**src/rtl/mux_rr_arbiter_pkg.sv**
```systemverilog
// Shared types and sizing helpers for the round-robin mux arbiter.
package mux_rr_arbiter_pkg;

  localparam int N_DEF  = 8;
  localparam int DW_DEF = 8;

  typedef enum logic {
    IDLE  = 1'b0,
    GRANT = 1'b1
  } state_e;

  // Select width; a 1-bit floor keeps degenerate sizes legal.
  function automatic int sel_w(input int n);
    return (n > 1) ? $clog2(n) : 1;
  endfunction

endpackage

```
**src/rtl/mux_rr_arbiter_pick.sv**
```systemverilog
// Combinational round-robin picker: first set request at or after start_i,
// wrapping modulo N, via a double-width rotate and priority encode.
module rr_pick
  import mux_rr_arbiter_pkg::*;
#(
  parameter int N = N_DEF,
  parameter int SW = sel_w(N)
) (
  input  logic [N-1:0]  req_i,
  input  logic [SW-1:0] start_i,
  output logic          found_o,
  output logic [SW-1:0] idx_o
);

  logic [2*N-1:0] dbl;
  logic [N-1:0]   rot;
  logic [SW-1:0]  off;

  always_comb begin
    dbl     = {req_i, req_i} >> start_i;
    rot     = dbl[N-1:0];
    found_o = |rot;
    off     = '0;
    // Descending scan so the lowest rotated position wins.
    for (int i = N - 1; i >= 0; i--) begin
      if (rot[i]) off = SW'(i);
    end
    // N is a power of two, so the add wraps modulo N for free.
    idx_o = start_i + off;
  end

endmodule

```
**src/rtl/mux_rr_arbiter.sv**
```systemverilog
// Round-robin arbiter steering one of N data words onto a valid/ready port.
// Optional burst lock: define MUX_RR_ARBITER_LOCK_EN to add the lock input.
module mux_rr_arbiter
  import mux_rr_arbiter_pkg::*;
#(
  parameter int N  = N_DEF,
  parameter int DW = DW_DEF
) (
  input  logic                 clk,
  input  logic                 rst_n,
  input  logic [N-1:0]         req,
  input  logic [N*DW-1:0]      data_in,
`ifdef MUX_RR_ARBITER_LOCK_EN
  input  logic [N-1:0]         lock,
`endif
  output logic [N-1:0]         gnt,
  output logic [sel_w(N)-1:0]  sel,
  output logic                 out_valid,
  output logic [DW-1:0]        out_data,
  input  logic                 out_ready
);

  localparam int SW = sel_w(N);
  localparam logic [N-1:0] ONE = N'(1);

  state_e        state_q;
  logic [SW-1:0] sel_q;
  logic [SW-1:0] last_q;
  logic [N-1:0]  gnt_q;

  logic [SW-1:0] pick_start;
  logic          pick_found;
  logic [SW-1:0] pick_idx;
  logic          xfer;
  logic          locked;
  logic          rearb;

  assign out_valid = (state_q == GRANT) && req[sel_q];
  assign out_data  = out_valid ? data_in[sel_q*DW +: DW] : '0;
  assign gnt       = gnt_q;
  assign sel       = sel_q;
  assign xfer      = out_valid && out_ready;

`ifdef MUX_RR_ARBITER_LOCK_EN
  assign locked = lock[sel_q] && req[sel_q];
`else
  assign locked = 1'b0;
`endif

  // Abandon (req[sel] dropped) re-arbitrates like a transfer, without moving last.
  assign rearb      = (xfer && !locked) || ((state_q == GRANT) && !req[sel_q]);
  assign pick_start = (state_q == IDLE) ? last_q + 1'b1 : sel_q + 1'b1;

  rr_pick #(.N(N), .SW(SW)) u_pick (
    .req_i   (req),
    .start_i (pick_start),
    .found_o (pick_found),
    .idx_o   (pick_idx)
  );

  always_ff @(posedge clk or negedge rst_n) begin
    if (!rst_n) begin
      state_q <= IDLE;
      sel_q   <= '0;
      gnt_q   <= '0;
      last_q  <= SW'(N - 1);
    end else begin
      case (state_q)
        IDLE: begin
          if (pick_found) begin
            state_q <= GRANT;
            sel_q   <= pick_idx;
            gnt_q   <= ONE << pick_idx;
          end
        end
        GRANT: begin
          if (rearb) begin
            if (xfer) last_q <= sel_q;
            if (pick_found) begin
              sel_q <= pick_idx;
              gnt_q <= ONE << pick_idx;
            end else begin
              state_q <= IDLE;
              gnt_q   <= '0;
            end
          end
        end
        default: state_q <= IDLE;
      endcase
    end
  end

endmodule

```
**config.mk**
```make
export PLATFORM = sky130hd
export DESIGN_NAME = mux_rr_arbiter
export DESIGN_NICKNAME = d
export VERILOG_FILES = /design/src/rtl/mux_rr_arbiter_pkg.sv /design/src/rtl/mux_rr_arbiter_pick.sv /design/src/rtl/mux_rr_arbiter.sv
export SDC_FILE = /design/constraint.sdc
export NUM_CORES = 1
export LEC_CHECK = 0
export ABC_AREA = 1
export CAP_MARGIN = 10
export CORE_MARGIN = 4
export CORE_UTILIZATION = 42
export CTS_BUF_LIST = sky130_fd_sc_hd__clkbuf_16
export DETAILED_ROUTE_END_ITERATION = 8
export PLACE_DENSITY = 0.82
export SYNTH_ARGS = -nofsm -noshare
export SYNTH_HDL_FRONTEND = slang
export SYNTH_SLANG_ARGS = --single-unit
```
**constraint.sdc**
```tcl
create_clock -name clk -period 4.59 [get_ports clk]
set_clock_uncertainty 0.15 [all_clocks]
set_input_delay 0.6885 -clock clk [delete_from_list [all_inputs] [get_ports clk]]
set_output_delay 0.6885 -clock clk [all_outputs]
set_load 0.05 [all_outputs]
```
Word-level counts from Yosys, hierarchy flattened
Cells that the tools add are included.
{"block": "totals", "out_inout_bits": 20, "latch_bits": 0, "ramBits": 0, "elab_cells": 44, "n_memories": 0, "register_bits": 15, "mem_bits_ro": 0}
{"block": "op_classes", "n_reduce_logical": 8, "shifts": 3, "n_mul": 0, "bitwise_logic": 1, "div_mod_pow": 0, "muxes": 22, "addsub": 3, "n_lt_le_gt_ge": 1, "n_eq_ne": 2}
{"cell": "$shiftx A64 B7 Y8", "count": 1}
{"cell": "$mux W3", "count": 11}
{"cell": "$mux W8", "count": 4}
{"cell": "$pmux W8 S2", "count": 1}
{"cell": "$shr A16 B3 Y8", "count": 1}
{"cell": "$reduce_or A8 Y1", "count": 1}
{"cell": "$shl A1 B3 Y8 const A", "count": 1}
{"cell": "$add A3 B1 Y3 const B", "count": 2}
{"cell": "$pmux W3 S2", "count": 1}
{"cell": "$lt A3 B4 Y1 const B", "count": 1}
{"cell": "$add A3 B3 Y3", "count": 1}
{"cell": "$bmux W1 S3", "count": 1}
{"cell": "$logic_and A1 B1 Y1", "count": 3}
{"cell": "$mux W1", "count": 3}
{"cell": "$reduce_and A3 Y1", "count": 1}
{"cell": "$ne A2 B1 Y1 const B", "count": 1}
{"cell": "$ne A2 B2 Y1 const B", "count": 1}
{"cell": "$pmux W1 S2", "count": 1}
{"cell": "$reduce_and A2 Y1", "count": 1}
{"cell": "$logic_not A1 Y1", "count": 1}
{"cell": "$logic_or A1 B1 Y1", "count": 1}
{"cell": "$not A1 Y1", "count": 1}

Logic depth before layout (Yosys ltp)
Gate-level depths: netlist (run 1).
{"block": "logic_depth", "word_depth": 16, "ltp_mapped": 24, "ltp_nobuf": 22}

Cells and area by module
A second synthesis (run 1) with hierarchy kept.
{"block": "hier_totals", "cells_unflattened": 313, "area_unflattened_um2": 1985.7}
{"module": "mux_rr_arbiter", "cells_per_inst": 217, "instances": 1, "seq_area_each_um2": 379.1, "area_each_um2": 1386.3}
{"module": "rr_pick", "cells_per_inst": 96, "instances": 1, "seq_area_each_um2": 0.0, "area_each_um2": 599.3}

Worst setup path before layout (run 1)
Ideal clock, no wire load.
{"block": "synth_timing", "path_type": "register to output", "start": "register sel_q[0], in the netlist sel[0]", "end": "output out_data[0]", "stages_incl_launch_ff": 10, "arrival_ns": 3.556, "path_slack_ns": 0.196, "path_buffers": 1, "t_required_ns": 3.752, "path_cell_list": "dfrtp_1 buf_4 o21ai_0 o21ai_0 nand2_1 nand2_1 inv_1 nor2_1 inv_1 a211oi_1"}
{"block": "synth_between", "elab_chain_len": 4}
{"item": "from (decl)", "line": "mux_rr_arbiter.sv:27", "text": "logic [SW-1:0] sel_q;"}
{"item": "from (signal assigned)", "line": "mux_rr_arbiter.sv:72", "text": "sel_q <= pick_idx;"}
{"item": "from (signal assigned)", "line": "mux_rr_arbiter.sv:80", "text": "sel_q <= pick_idx;"}
{"item": "$bmux W1 S3", "line": "mux_rr_arbiter.sv:38", "text": "assign out_valid = (state_q == GRANT) && req[sel_q];"}
{"item": "$mux W1 (implied by the code)", "line": "mux_rr_arbiter.sv:38"}
{"item": "$logic_and A1 B1 Y1", "line": "mux_rr_arbiter.sv:38"}
{"item": "via out_valid", "line": "mux_rr_arbiter.sv:18", "text": "output logic out_valid,"}
{"item": "$mux W8", "line": "mux_rr_arbiter.sv:39", "text": "assign out_data = out_valid ? data_in[sel_q*DW +: DW] : '0;"}
{"item": "to (decl)", "line": "mux_rr_arbiter.sv:19", "text": "output logic [DW-1:0] out_data,"}
The timed path passes the listed nets, and every way through them passes these cells. The select of a mux whose other input is x is not followed.

Final worst setup path (run 1)
{"block": "layout_timing", "start": "input req[1]", "end": "output out_data[7]"}
{"block": "layout_between", "elab_chain_len": 4}
{"item": "from (decl)", "line": "mux_rr_arbiter.sv:11", "text": "input logic [N-1:0] req,"}
{"item": "$bmux W1 S3", "line": "mux_rr_arbiter.sv:38"}
{"item": "$mux W1 (implied by the code)", "line": "mux_rr_arbiter.sv:38"}
{"item": "$logic_and A1 B1 Y1", "line": "mux_rr_arbiter.sv:38"}
{"item": "$mux W8", "line": "mux_rr_arbiter.sv:39"}
No other way between the ends. The select of a mux whose other input is x is not followed.

==> results.rst, run 1 <==
.. list-table::
   :header-rows: 1

   * - Metric
     - Value
   * - Input/output buffers
     - 94
   * - Root Buffer
     - clkbuf_16
   * - Share of flip-flops with an asynchronous set or reset
     - 1.00
   * - Final Hold Vio Count
     - 0
   * - Share of cells above drive strength 1
     - 0.0708
   * - Most frequent cell after synthesis
     - nand2_1
   * - Avg Cell Area, Syn
     - 5.81 um^2
   * - Hold_buf cts
     - 0
   * - Final critical path time including I/O delays and setup
     - 4.20 ns
   * - Highest net fanout along the worst path
     - 8
   * - Critical path endpoint category
     - output pin
   * - Clock Latency Late Sink
     - 0.24 ns
   * - Maximum clock frequency
     - 238 MHz
   * - Vias in the first global route
     - 2444
   * - Drc violations
     - 0
   * - Avg WL per Cell
     - 13.8 um
   * - Drt first pass iters
     - 5
   * - Capture endpoint of the worst hold path
     - last_q[1]$_DFFE_PN1P_
   * - TritonCTS clock tree
     - built
   * - Unrepaired setup endpoints after global routing
     - no
   * - Cells traversed along the worst timing path
     - clkdlybuf4s50_1 -> inv_1 -> a21oi_1 -> o21ai_0 -> o21ai_0 -> nand2_1 -> nand2_1 -> inv_1 -> nor2_1 -> inv_1 -> a211oi_1 -> clkdlybuf4s50_1
   * - Global placement routability congestion
     - 0.988
   * - Post-route design area
     - 0.00310 mm^2
   * - FP Rows
     - 25
   * - Post-DRT Antenna Nets
     - 0
   * - Outcome
     - finished, final reports clean
   * - Reg-to-Reg End
     - gnt[3]$_DFFE_PN0P_
   * - Drt first-iter violations
     - around 260
   * - CTS sink count
     - 15
   * - Number of buffers added by the clock tree synthesis step
     - 3
   * - RR Startpoint
     - state_q$_DFF_PN0_
   * - Kind of start point of the critical path
     - primary input
   * - Leftover overflow at the end of global routing
     - 0
   * - Pins over their slew limit
     - 0
   * - Cts repair resizes
     - 0
   * - Initial Util
     - 0.435
   * - Filler Cell Count
     - 418
   * - Setup Viol. Count Final
     - 0
   * - Maximum clock path buffer count
     - 2
   * - First-pass GRT wire length
     - 11.5 mm
   * - Die outline height
     - 78.0 um
   * - Number of synthesized register bits
     - 15
   * - Fraction of synthesized cell area taken by the top area cell type
     - 0.208
   * - Number of antenna violations at the first check in global routing
     - 0
   * - Clock slew at reported path FFs
     - 0.05 ns
   * - Unique cell type count in the Yosys netlist
     - 29
   * - Overall fraction of global-route tracks in use
     - 0.230
   * - Most used cell, CP
     - inv_1
   * - R2R depth
     - 22
   * - Worst reg-to-reg setup slack
     - approximately 0.46 ns
   * - Post-synthesis instance total
     - approximately 350
   * - Post-detailed-route via-to-cell ratio
     - 5.30
   * - Die outline width
     - 78.0 um
   * - DRT Wirelength
     - 6.98 mm
   * - Detail Placement HPWL
     - 5.51 mm
   * - H-tree Lvls
     - 1
   * - Worst hold path type
     - reg -> reg
   * - Final period utilization
     - 0.914
   * - Data required time of the critical path
     - 3.75 ns
   * - Layout-stage area growth over the synthesis result
     - 50.5%
   * - Hold wc startpoint
     - last_q[1]$_DFFE_PN1P_
   * - Core area
     - 0.00472 mm^2
   * - Post-synthesis net count
     - ~430
   * - Hold Path Depth
     - 2
   * - Max-cap violations
     - 0
   * - Yosys warning count
     - 0
   * - Type of the worst setup path
     - in -> out
   * - Vias
     - between 2000 and 3000
   * - Register area share after synthesis
     - 0.184
   * - Slowest cell on crit path
     - clkdlybuf4s50_1
   * - Top cells by area in the synthesized netlist
     - nand2_1, nand3_1, dfrtp_1, a21oi_1, inv_1
   * - Total die area
     - 0.00608 mm^2
   * - Sum of negative setup slack
     - 0 ns
   * - Maximum number of pins on one net before global-route repair
     - between 40 and 50
   * - Top cell type by total area after synthesis
     - nand2_1
   * - Arrival @ worst endpoint
     - 3.36 ns
   * - Crit-path max cell delay
     - slightly below 0.9 ns
   * - Number of nets at the end of the flow
     - 517
   * - I/O pins
     - 95
   * - Number of flops mapped to enable cells by yosys
     - 0
   * - Top FF cell, synth
     - dfrtp_1
   * - Commonest cells in the synthesized netlist
     - nand2_1, nand3_1, a21oi_1
   * - Synthesized cell area
     - between 0.002 and 0.0025 mm^2
   * - Final antenna diode count
     - 0
   * - Total placed instance area
     - just over 0.003 mm^2
   * - Actual slew at the worst max-slew pin
     - 0.648 ns
   * - Worst slew slack as a fraction of its limit
     - 0.567
   * - Count of buffers added by post-CTS timing repair for setup
     - 0
-- per-stage QoR --
stage	util	cells	setup slack, ns	hold WS [ns]
after floorplan	-	354	0.196	0.243
after global placement	0.639	501	0.394	0.343
after detailed placement	0.639	501	0.408	0.346
after CTS	0.655	505	0.390	0.355
after global routing	0.655	505	0.0993	0.378
final	0.655	505	0.394	0.349
-- per-layer routing --
metal | vias up | part of all wire | GRT usage | wire length (um)
met5 | - | 0 | 0 | 0
met4 | 0 | 0.018 | 0.0542 | 128
met3 | 20 | 0.047 | 0.0255 | 329
met2 | 93 | 0.49 | 0.392 | 3410
met1 | 1199 | 0.45 | 0.309 | 3110
li1 | 1365 | - | - | -
-- worst max-delay path, delay by kind of cell --
family	cells	cell delay [ns]
AND/OR/NAND/NOR	3	0.35
AO/OA/AOI/OAI	4	0.61
buffers and inverters	5	1.70
-- cells by family after synthesis --
kind of cell | after synthesis | synth area share
fa+ha+maj | 3 | 0.0219
buf+inv | 49 | 0.106
compound gates | 67 | 0.204
flops | 15 | 0.184
simple gates | 219 | 0.479
xor+xnor | 1 | 0.00426
-- worst max-delay path by stage --
stage	slack [ns]	startpoint	endpoint	cells past startpoint
6_report	0.39	req[1]	out_data[7]	12
5_1_grt	0.1	state_q$_DFF_PN0_	gnt[3]$_DFFE_PN0P_	23
4_1_cts	0.39	req[1]	out_data[1]	12
3_5_place_dp	0.41	req[1]	out_data[1]	12
3_3_place_gp	0.39	req[1]	out_data[7]	12
2_1_floorplan	0.20	sel[0]$_DFFE_PN0P_	out_data[0]	9
-- flip-flops by register name, summed over array words and instances (netlist names) --
register	flops
state_q	1
last_q	3
gnt	8
sel	3
-- placed cells by master (no fill, tap or decap), drive strengths merged, types with 2 or more instances in the layout --
cell and instances:
nor2 19, nand3 75, buf 6, o21ai 14
a21oi 27, dfstp 3, clkdlybuf4s50 94, ha 2
a211oi 8, inv 29, clkbuf 3, a22oi 8
nand2 124, dfrtp 12, a32o 8
-- cell type report --
cell class / instances / area, um^2 / share of cell area
Inverter: 29 / 109 / 0.0352
Timing Repair Buffer: 100 / 986 / 0.319
Multi-Input combinational cell: 290 / 1460 / 0.471
Tap cell: 67 / 83.8 / 0.0271
Clock inverter: 1 / 3.75 / 0.00121
Clock buffer: 3 / 75.1 / 0.0243
Sequential cell: 15 / 379 / 0.122
Power of run 1 is not shown: default switching activity piles up to over one toggle a cycle in this logic, so the estimate is an artifact.
==> inputs of run 2 (changes only) <==
CORE_UTILIZATION = 43   (was 42)
CTS_BUF_LIST = sky130_fd_sc_hd__clkbuf_2   (was sky130_fd_sc_hd__clkbuf_16)
PLACE_DENSITY = 0.84   (was 0.82)
==> run 2 against run 1 <==
  * Critical path depth unchanged
  * Die area down 2.1%
  * Hold slack better by 0.019 ns
  * Global-route usage up 0.63 points
  * Critical path type unchanged
  * Routed wire length up 2.5%
  * Non-clock buffer count down 1
  * Worst setup slack better by 0.024 ns
==> results.rst, run 2 (same netlist as run 1, synthesis figures left out) <==
.. list-table::
   :header-rows: 1

   * - Metric
     - Value
   * - Root Buffer
     - clkbuf_2
   * - Worst reg-to-reg setup slack
     - 0.43 ns
   * - Hold Path Depth
     - 2
   * - R2R depth
     - 22
   * - Finished Layout Cells
     - 489
   * - Number of flip-flops under the largest register name
     - 8
   * - Vias
     - 2649
   * - Filler Cell Count
     - 394
   * - Highest-count cells in the layout ignoring fill and taps
     - nand2_1, clkdlybuf4s50_1, nand3_1
   * - DRT Wirelength
     - 7.16 mm
   * - Critical path endpoint category
     - output pin
   * - Drt first pass iters
     - 5
   * - Final Hold Vio Count
     - 0
   * - Cell count after placement
     - 485
   * - Drc violations
     - 0
   * - Share of cells above drive strength 1
     - 0.0709
   * - Capture endpoint of the worst hold path
     - last_q[2]$_DFFE_PN1P_
   * - RR Startpoint
     - state_q$_DFF_PN0_
   * - Post-DRT Antenna Nets
     - 0
   * - Worst slew slack as a fraction of its limit
     - 0.558
   * - Maximum number of pins on one net before global-route repair
     - 42
   * - Leftover overflow at the end of global routing
     - 0
   * - Sum of negative setup slack
     - 0 ns
   * - Die outline height
     - 77.2 um
   * - Highest net fanout along the worst path
     - 8
   * - Hold WS
     - 0.368 ns
   * - CTS sink count
     - 15
   * - Maximum clock frequency
     - 240 MHz
   * - Number of antenna violations at the first check in global routing
     - 0
   * - First-pass GRT wire length
     - 11.6 mm
   * - Unrepaired setup endpoints after global routing
     - no
   * - Type of the worst setup path
     - in -> out
   * - Initial Util
     - 0.457
   * - Max-cap violations
     - 0
   * - Drt first-iter violations
     - around 270
   * - Maximum clock path buffer count
     - 2
   * - Data required time of the critical path
     - ~3.8 ns
   * - Overall fraction of global-route tracks in use
     - 0.236
   * - Actual slew at the worst max-slew pin
     - 0.660 ns
   * - Layout-stage area growth over the synthesis result
     - 46.4%
   * - Worst hold path type
     - reg -> reg
   * - Most common cell after layout, fill and taps aside
     - nand2_1
   * - Clock slew at reported path FFs
     - 0.14 ns
   * - Number of buffers added by the clock tree synthesis step
     - 3
   * - Kind of start point of the critical path
     - primary input
   * - Outcome
     - finished, final reports clean
   * - Detail Placement HPWL
     - 5.65 mm
   * - Post-Place Setup Slack
     - 0.485 ns
   * - Arrival @ worst endpoint
     - between 3 and 4 ns
   * - Avg WL per Cell
     - between 10 and 15 um
   * - Clock Latency Late Sink
     - roughly 0.29 ns
   * - Setup Viol. Count Final
     - 0
   * - Least setup slack across all paths after layout
     - 0.418 ns
   * - Cts repair resizes
     - 0
   * - H-tree Lvls
     - 1
   * - Number of nets at the end of the flow
     - 516
   * - Final critical path time including I/O delays and setup
     - 4.17 ns
   * - Count of buffers added by post-CTS timing repair for setup
     - 0
   * - Final period utilization
     - 0.909
   * - Reg-to-Reg End
     - gnt[2]$_DFFE_PN0P_
   * - Global placement routability congestion
     - 0.929
   * - Vias in the first global route
     - 2480
   * - Core area
     - 0.00450 mm^2
   * - Hold_buf cts
     - 0
   * - Total die area
     - ~0.006 mm^2
   * - Hold wc startpoint
     - last_q[2]$_DFFE_PN1P_
   * - Pins over their slew limit
     - 0
   * - Post-detailed-route via-to-cell ratio
     - around 5.4
   * - Input/output buffers
     - 94
   * - TritonCTS clock tree
     - built
   * - Final antenna diode count
     - 0
   * - Die outline width
     - 77.2 um
   * - FP Rows
     - 24
   * - I/O pins
     - 95
==> run 2: changes by cell type in the layout (fill, tap and decap cells not counted) <==
cell,previous run,this run
buf_4,6,5
clkbuf_16,3,0
clkbuf_2,0,4
inv_1,26,25
==> run 2: metrics by stage <==
stage / util / instance area (um^2)
6_report: 0.668 / 3010
3_3_place_gp: 0.664 / 2990
3_5_place_dp: 0.664 / 2990
5_1_grt: 0.668 / 3010
2_1_floorplan: - / 2060
4_1_cts: 0.668 / 3010
==> run 2: worst max-delay path by stage <==
stage | start | end
after floorplan | sel[0]$_DFFE_PN0P_ | out_data[0]
after global placement | req[1] | out_data[7]
after detailed placement | req[1] | out_data[7]
after CTS | req[1] | out_data[7]
after global routing | state_q$_DFF_PN0_ | gnt[3]$_DFFE_PN0P_
final | req[1] | out_data[7]
==> run 2: final cells by class <==
type	count	area [um^2]	share of cell area
timing repair buffer	99	978	0.325
clock buffer	4	20.0	0.00665
inverter	29	109	0.0362
tap	52	65.1	0.0216
sequential	15	379	0.126
multi-input combinational	290	1460	0.485
==> run 2: worst max-delay path, stage by stage <==
cell and delay, ns:
clkdlybuf4s50_1 0.50, inv_1 0.09, a21oi_1 0.12, o21ai_0 0.09
o21ai_0 0.11, nand2_1 0.07, nand2_1 0.06, inv_1 0.04
nor2_1 0.22, inv_1 0.21, a211oi_1 0.29, clkdlybuf4s50_1 0.86
==> run 2: layer usage <==
| metal | global-route usage | part of all wire |
|---|---|---|
| met5 | 0 | 0 |
| met4 | 0.0819 | 0.026 |
| met3 | 0.0328 | 0.048 |
| met2 | 0.390 | 0.49 |
| met1 | 0.313 | 0.44 |
Power of run 2 is left out for the same reason.
==> inputs of run 3 (changes only) <==
CORE_MARGIN = 3   (was 4)
==> run 3 against run 2 <==
  * Hold slack improved by 0.010 ns
  * Routed wire length increased by 0.38%
  * Die area decreased by 5.1%
  * First-iteration DRC count increased by 21%
  * Via count increased by 0.38%
  * Sequential cell count unchanged
  * Maximum frequency decreased by 1.8%
  * Global-route usage increased by 2.4 points
  * Worst setup slack got worse by 0.074 ns
  * Final area unchanged
  * Largest cell class unchanged
  * Critical path type unchanged
==> results.rst, run 3 (same netlist as run 1, synthesis figures left out) <==
.. list-table::
   :header-rows: 1

   * - Metric
     - Value
   * - Outcome
     - finished, final reports clean
   * - Layout-stage area growth over the synthesis result
     - 46.4%
   * - R2R depth
     - 22
   * - Actual slew at the worst max-slew pin
     - approximately 0.67 ns
   * - Number of nets at the end of the flow
     - about 520
   * - Met3 track utilization from global routing
     - 0.0174
   * - Worst hold path type
     - reg -> reg
   * - Number of buffers and inverters on the critical path
     - 5
   * - Die outline width
     - 75.2 um
   * - H-tree Lvls
     - 1
   * - Number of flip-flops under the largest register name
     - 8
   * - Input/output buffers
     - 94
   * - Die outline height
     - 75.2 um
   * - Reg-to-Reg End
     - gnt[1]$_DFFE_PN0P_
   * - Kind of start point of the critical path
     - primary input
   * - First-pass GRT wire length
     - 11.5 mm
   * - Maximum clock path buffer count
     - 2
   * - Data required time of the critical path
     - 3.75 ns
   * - Final antenna diode count
     - 0
   * - Core area
     - 0.00447 mm^2
   * - TritonCTS clock tree
     - built
   * - GR Layer Usage met2
     - 0.435
   * - Hold_buf cts
     - 0
   * - Met1 usage
     - 0.362
   * - Clock Latency Late Sink
     - 0.28 ns
   * - I/O pins
     - between 90 and 100
   * - Final critical path time including I/O delays and setup
     - 4.25 ns
   * - Post-detailed-route via-to-cell ratio
     - roughly 5.4
   * - Root Buffer
     - clkbuf_2
   * - Number of buffers added by the clock tree synthesis step
     - 3
   * - Overall fraction of global-route tracks in use
     - 0.260
   * - Number of antenna violations at the first check in global routing
     - 0
   * - Capture endpoint of the worst hold path
     - last_q[2]$_DFFE_PN1P_
   * - Hold wc startpoint
     - last_q[2]$_DFFE_PN1P_
   * - Hold Path Depth
     - 2
   * - Global placement routability congestion
     - 1.01
   * - Drt first pass iters
     - 5
   * - Crit-path max cell delay
     - 0.88 ns
   * - Initial Util
     - 0.460
   * - Worst reg-to-reg setup slack
     - ~0.43 ns
   * - Unrepaired setup endpoints after global routing
     - no
   * - Cell count after placement
     - 485
   * - Max-cap violations
     - 0
   * - Cts repair resizes
     - 0
   * - DRT Wirelength
     - 7.19 mm
   * - CTS sink count
     - 15
   * - Type of the worst setup path
     - in -> out
   * - Share of cells above drive strength 1
     - 0.0709
   * - Critical path endpoint category
     - output pin
   * - Maximum clock frequency
     - ~240 MHz
   * - Setup Viol. Count Final
     - 0
   * - Pins over their slew limit
     - 0
   * - Drc violations
     - 0
   * - GR peak layer
     - met2
   * - Worst slew slack as a fraction of its limit
     - 0.551
   * - Cells traversed along the worst timing path
     - clkdlybuf4s50_1 -> inv_1 -> a21oi_1 -> o21ai_0 -> o21ai_0 -> nand2_1 -> nand2_1 -> inv_1 -> nor2_1 -> inv_1 -> a211oi_1 -> clkdlybuf4s50_1
   * - Final period utilization
     - 0.925
   * - Cell family contributing the most delay on the critical path
     - buffers and inverters
   * - Most used cell, CP
     - inv_1
   * - Post-DRT Antenna Nets
     - 0
   * - Maximum number of pins on one net before global-route repair
     - 42
   * - Detail Placement HPWL
     - around 5.7 mm
   * - FP Rows
     - 24
   * - RR Startpoint
     - state_q$_DFF_PN0_
   * - Avg WL per Cell
     - 14.7 um
   * - Count of buffers added by post-CTS timing repair for setup
     - 0
   * - Vias in the first global route
     - roughly 2400
   * - Sum of negative setup slack
     - 0 ns
   * - Highest net fanout along the worst path
     - 8
   * - Filler Cell Count
     - 397
   * - Final Hold Vio Count
     - 0
   * - Drt first-iter violations
     - about 330
   * - Finished Layout Cells
     - 489
   * - Vias
     - 2659
   * - Total die area
     - 0.00565 mm^2
   * - Most common cell after layout, fill and taps aside
     - nand2_1
   * - Highest-count cells in the layout ignoring fill and taps
     - nand2_1, clkdlybuf4s50_1, nand3_1
   * - Slowest cell on crit path
     - clkdlybuf4s50_1
   * - Clock slew at reported path FFs
     - 0.15 ns
   * - Arrival @ worst endpoint
     - roughly 3.4 ns
   * - Leftover overflow at the end of global routing
     - 0
[run 3: how the worst max path moves through the flow]
stage | from | endpoint | cells after the start
CTS | req[1] | out_data[2] | 12
detailed placement | req[1] | out_data[2] | 12
global placement | req[1] | out_data[2] | 12
finish | req[1] | out_data[2] | 12
global route | state_q$_DFF_PN0_ | gnt[1]$_DFFE_PN0P_ | 23
floorplan | sel[0]$_DFFE_PN0P_ | out_data[0] | 9
[run 3: area by class of cell]
cell class,instances,area (um^2),area share
Sequential cell,15,379,0.126
Multi-Input combinational cell,290,1460,0.485
Clock buffer,4,20.0,0.00665
Inverter,29,109,0.0362
Tap cell,52,65.1,0.0216
Timing Repair Buffer,99,978,0.325
[run 3: layer usage]
metal | up-vias | share of wire
met2 | 98 | 0.50
li1 | 1361 | -
met3 | 12 | 0.047
met4 | 0 | 0.014
met5 | - | 0
met1 | 1188 | 0.44
[run 3: stage by stage]
stage	utilization	hold slack (ns)	instance area, um^2	setup slack (ns)
finish	0.673	0.378	3010	0.344
CTS	0.673	0.376	3010	0.348
global route	0.673	0.393	3010	0.00700
floorplan	-	0.243	2060	0.196
global placement	0.668	0.343	2990	0.374
detailed placement	0.668	0.347	2990	0.379
[run 3: worst reg2reg max path, stage by stage, from the launching register on]
cell and delay, ns:
dfrtp_1 0.49, nand2_2 0.26, nand2_2 0.21, ha_1 0.32
buf_4 0.18, inv_1 0.32, nand3_1 0.20, nand2_1 0.11
nand2_1 0.05, nand2_1 0.08, nand2_1 0.05, a21oi_1 0.10
o21ai_0 0.08, a21boi_0 0.17, ha_1 0.16, inv_1 0.04
fa_1 0.37, xor2_1 0.18, nand3b_1 0.20, nand2_2 0.12
inv_2 0.07, nand3_1 0.08, nand2_1 0.06
Power of run 3 is left out for the same reason.
